**config.mk**
```make
export PLATFORM = sky130hd
export DESIGN_NAME = mod_n_counter
export DESIGN_NICKNAME = d
export VERILOG_FILES = /design/src/rtl/mod_n_counter.sv
export SDC_FILE = /design/constraint.sdc
export NUM_CORES = 1
export LEC_CHECK = 0
export BUFFER_PORTS_ARGS = -buffer_cell sky130_fd_sc_hd__buf_4
export CORE_MARGIN = 2
export CORE_UTILIZATION = 40
export CTS_CLUSTER_SIZE = 28
export DETAILED_ROUTE_END_ITERATION = 7
export GPL_TIMING_DRIVEN = 0
export PLACE_DENSITY = 0.62
export SETUP_SLACK_MARGIN = 0.5
export SLEW_MARGIN = 10
export SYNTH_ARGS = -nofsm -noshare
export SYNTH_HDL_FRONTEND = slang
export SYNTH_SLANG_ARGS = --single-unit
```
**constraint.sdc**
```tcl
create_clock -name clk -period 3.4 [get_ports clk]
set_input_delay 0.51 -clock clk [delete_from_list [all_inputs] [get_ports clk]]
set_output_delay 0.51 -clock clk [all_outputs]
set_load 0.03 [all_outputs]
```
**src/rtl/mod_n_counter.sv**
```systemverilog
// Modulo-N up/down counter with programmable modulus,
// load, wrap/saturate mode and status pulses.
module mod_n_counter #(
  parameter int WIDTH       = 4,
  parameter int DEFAULT_MOD = 10
) (
  input  logic             clk,
  input  logic             reset,
  input  logic             en,
  input  logic             up_dn,
  input  logic             sat_mode,
  input  logic             load,
  input  logic [WIDTH-1:0] load_val,
  input  logic [WIDTH-1:0] mod_val,
  output logic [WIDTH-1:0] count,
  output logic             tc,
  output logic             wrap_pulse,
  output logic             sat_hit,
  output logic             load_err
);

  localparam logic [WIDTH-1:0] ONE  = WIDTH'(1);
  localparam logic [WIDTH-1:0] ZERO = '0;
  localparam logic [WIDTH-1:0] DMOD =
    WIDTH'(DEFAULT_MOD);

  logic [WIDTH-1:0] mod_reg;
  logic [WIDTH-1:0] top;
  logic [WIDTH-1:0] new_top;

  logic [WIDTH-1:0] count_n;
  logic [WIDTH-1:0] mod_n;
  logic             wrap_n;
  logic             sat_n;
  logic             lerr_n;

  logic             step_up;
  logic             step_dn;
  logic             at_top;
  logic             at_zero;

  // Modulus 0 stands for 2^WIDTH, so top wraps to all ones.
  assign top     = mod_reg - ONE;
  assign new_top = mod_val - ONE;

  assign at_top  = (count >= top);
  assign at_zero = (count == ZERO);

  assign step_up = !load && en && up_dn;
  assign step_dn = !load && en && !up_dn;

  assign tc = up_dn ? (count == top) : at_zero;

  always_comb begin
    count_n = count;
    mod_n   = mod_reg;
    wrap_n  = 1'b0;
    sat_n   = 1'b0;
    lerr_n  = 1'b0;
    unique case (1'b1)
      load: begin
        mod_n = mod_val;
        if (load_val <= new_top) begin
          count_n = load_val;
        end else begin
          count_n = new_top;
          lerr_n  = 1'b1;
        end
      end
      step_up: begin
        if (!at_top) begin
          count_n = count + ONE;
        end else if (sat_mode) begin
          sat_n = 1'b1;
        end else begin
          count_n = ZERO;
          mod_n   = mod_val;
          wrap_n  = 1'b1;
        end
      end
      step_dn: begin
        if (!at_zero) begin
          count_n = count - ONE;
        end else if (sat_mode) begin
          sat_n = 1'b1;
        end else begin
          // Down wrap restarts from the newly adopted top.
          count_n = new_top;
          mod_n   = mod_val;
          wrap_n  = 1'b1;
        end
      end
      default: ;
    endcase
  end

  always_ff @(posedge clk) begin
    if (reset) begin
      count      <= ZERO;
      mod_reg    <= DMOD;
      wrap_pulse <= 1'b0;
      sat_hit    <= 1'b0;
      load_err   <= 1'b0;
    end else begin
      count      <= count_n;
      mod_reg    <= mod_n;
      wrap_pulse <= wrap_n;
      sat_hit    <= sat_n;
      load_err   <= lerr_n;
    end
  end

endmodule

```
==> flow_summary.toml <==
[cts]
cts_resized = 0
htreeDepth = 1
cts_sinks = 11
clk_pin_slew_ns = 0.07
cts_hold_buf = 0
cts_buffers = 3
insertion_delay_ns = 0.27
clk_path_buf_depth = 2
tritoncts = "done"
postCtsSetupBuffers = 0
clockRootBuffer = "clkbuf_4"

[place]
port-buffer-count = 20
dp_hpwl_mm = 1.780
place_ws_ns = 0.6731
gp_congestion = 0.8253

[synth]
synth_area_per_cell_sq_um = 8.371
synthTopCellsByArea = "dfxtp_1, ha_1, mux2i_1, inv_1, o21ai_0"
synthArstFlopShare_pct = 0
ys_seq_elements = 11
ys_seq_area_share_pct = 23.28
ys_types = 37
synth_flop_cell = "dfxtp_1"
syn_inst = 113
synth_top_area_share_pct = 23.28
synth_edf_count = 0
syn_nets = 139
yosysTopAreaCell = "dfxtp_1"
synthesis.area_sq_um = 945.9
yosys_warnings = 0

[worst_hold_path]
min_from = "sat_mode"
min_path_cells = 2
hold_path_class = "in -> reg"
hold_end = "wrap_pulse$_SDFF_PP0_"

[grt]
grt_max_degree = 11
grt_pass1_wl_mm = 3.567
antenna_found_initial = 0
grt_pass1_vias = 764
grt_usage_pct = 17.79
grt-ovfl-total = 0

[worst_setup_path]
worstPathCellList = "inv_1, ha_1, ha_1, nor2b_1, nor3_1, o21ai_2, a41o_1, buf_6, nor3_1, a221o_1"
r2r-start = "mod_reg[0]$_SDFFE_PP0P_"
criticalPathCategory = "reg -> reg"
reg2reg_to = "count[3]$_SDFFE_PP0P_"
cp-startpoint = "mod_reg[0]$_SDFFE_PP0P_"
slowest_delay_ns = 0.36
worst_setup_path_start_kind = "flop"
end_kind = "flop"
arrival_ns = 2.61
cpMaxStageDelayCell = "o21ai_2"
ff2ff_path_depth = 10
cp.required_ns = 3.56
r2r_slack_ns = 0.95
cp_max_fo = 9

[routing]
wl_met1_mm = 1.036
viasPerCell = 5.448
drtIter0Drc = 20
highest_layer = "met4"
wl_met2_microns = 975
routedWlPerCell_microns = 13.15
drc_errors = 0
dr_wl_met3_microns = 114
drtPass1Iterations = 4
vias = 899
ant_nets = 0
routed_wl_mm = 2.169

[pwr]
p_sw_share_pct = 39.54
p_leak_nw = 0.5482
p_clk_share_pct = 19.4
intPower_w = 0.0002826
p_comb_share_pct = 46.8
p_per_area_nw_per_um2 = 403.8
p_seq_share_pct = 33.9
p_sw_w = 0.0001848
irDropWorstVdd_mv = 0.2070

[finish]
syn2layout_area_growth_pct = 22.35
n_fill_cell = 220
seqCellArea_sq_um = 220.2
num_antenna_cells = 0
num-nets-final = 164
utilization_pct = 51.82
multi_input_area_sq_um = 661.9
drive_above_1_share_pct = 22.63

[die]
design.die.area_sq_um = 2770
die_y_microns = 52.63
dieWidth_microns = 52.63
coreArea_sq_um = 2233
start_util_pct = 42.35
core.rowCount = 17
num_io_pins = 22

[timing]
fin_setup_tns_ns = 0
fin_crit_ns = 2.445
post-route-period-util_pct = 71.91
drv_slew = 0
fin_skew_ns = 0.003115
hold_violations = 0
worst_pin_slew_ns = 0.4622
finalSetupViolations = 0
maxSlewHeadroom_pct = 68.97
holdWs_ns = 0.4216
setup_ws_ns = 0.9549
max_freq_ghz = 0.4090
rsz0062_at_grt = "no"

[status]
status = "finished clean"

[job]
maxCapViolCount = 0
==> how the worst max path moves through the flow <==
stage / endpoint / slack (ns) / cells after the start
3_3_place_gp: count[3]$_SDFFE_PP0P_ / 0.70 / 12
2_1_floorplan: count[3]$_SDFFE_PP0P_ / 1.12 / 11
3_5_place_dp: count[3]$_SDFFE_PP0P_ / 0.67 / 12
4_1_cts: count[3]$_SDFFE_PP0P_ / 0.94 / 12
5_1_grt: count[3]$_SDFFE_PP0P_ / 0.79 / 10
6_report: count[3]$_SDFFE_PP0P_ / 0.95 / 10
==> per-stage QoR <==
step	instances	area [sq um]	power, W
after CTS	165	1157	0.0004697
after global routing	165	1157	0.0005046
after floorplan	113	945.9	0.0003159
after global placement	161	1131	0.0003746
final	165	1157	0.0004674
after detailed placement	161	1131	0.0003807
==> cell type report <==
type | instances | area share [%]
Tap cell | 28 | 3.027
Buffer | 2 | 1.297
Inverter | 13 | 4.216
Multi-Input combinational cell | 87 | 57.19
Timing Repair Buffer | 20 | 12.97
Sequential cell | 11 | 19.03
Clock buffer | 4 | 2.270
==> cells in the mapped netlist, drive strengths merged (2+ instances only) <==
| cell type | n |
|---|---|
| nand2 | 8 |
| nor4 | 2 |
| nand3 | 3 |
| a21oi | 2 |
| xnor2 | 3 |
| mux2i | 6 |
| o31ai | 3 |
| nor2b | 4 |
| nor3 | 5 |
| inv | 13 |
| nor2 | 7 |
| dfxtp | 11 |
| xor2 | 3 |
| o22ai | 2 |
| ha | 12 |
| o21ai | 10 |
| nor3b | 2 |
| a41o | 2 |
| mux2 | 2 |
==> logic make-up after synthesis <==
kind of cell,after synthesis,synth area share (%)
adders and majority gates,12,15.87
AOI/OAI and AO/OA,25,19.71
xor gates and xnor gates,6,5.557
muxes,8,8.730
DFF,11,23.28
buffers and inverters,15,6.746
and+or+nand+nor,36,20.11
==> worst max-delay path: cells and delay by family (launching register included) <==
kind	cells	cell delay [ns]
AO/OA/AOI/OAI	3	0.96
AND/OR/NAND/NOR	3	0.24
flip-flops	1	0.35
adder cells (fa/ha/maj)	2	0.57
buffers and inverters	2	0.21
==> power groups by stage <==
stage           Clock, W  Combinational [W]  Sequential [W]
6_report       0.0000904           0.000219        0.000158
5_1_grt        0.0000994           0.000245        0.000161
4_1_cts        0.0000910           0.000220        0.000159
3_5_place_dp           0           0.000219        0.000162
3_3_place_gp           0           0.000214        0.000161
2_1_floorplan          0           0.000143        0.000173
==> layer usage <==
metal	GRT usage, %	up-vias
met5	0	-
met4	7.692	0
met3	2.571	5
met2	27.92	23
met1	24.00	413
li1	-	458
==> cells in the final DEF (no fill, tap or decap), drive strengths merged, types with 2 or more instances in the layout <==
| cell type | n |
|---|---|
| buf | 21 |
| inv | 13 |
| ha | 12 |
| dfxtp | 11 |
| o21ai | 10 |
| nand2 | 8 |
| nor2 | 7 |
| mux2i | 6 |
| nor3 | 5 |
| clkbuf | 5 |
| nor2b | 4 |
| xnor2 | 3 |
| xor2 | 3 |
| nand3 | 3 |
| o31ai | 3 |
| o22ai | 2 |
| a41o | 2 |
| nor4 | 2 |
| nor3b | 2 |
| a21oi | 2 |
| mux2 | 2 |
Note: power is estimated with default switching activity, not from simulation.
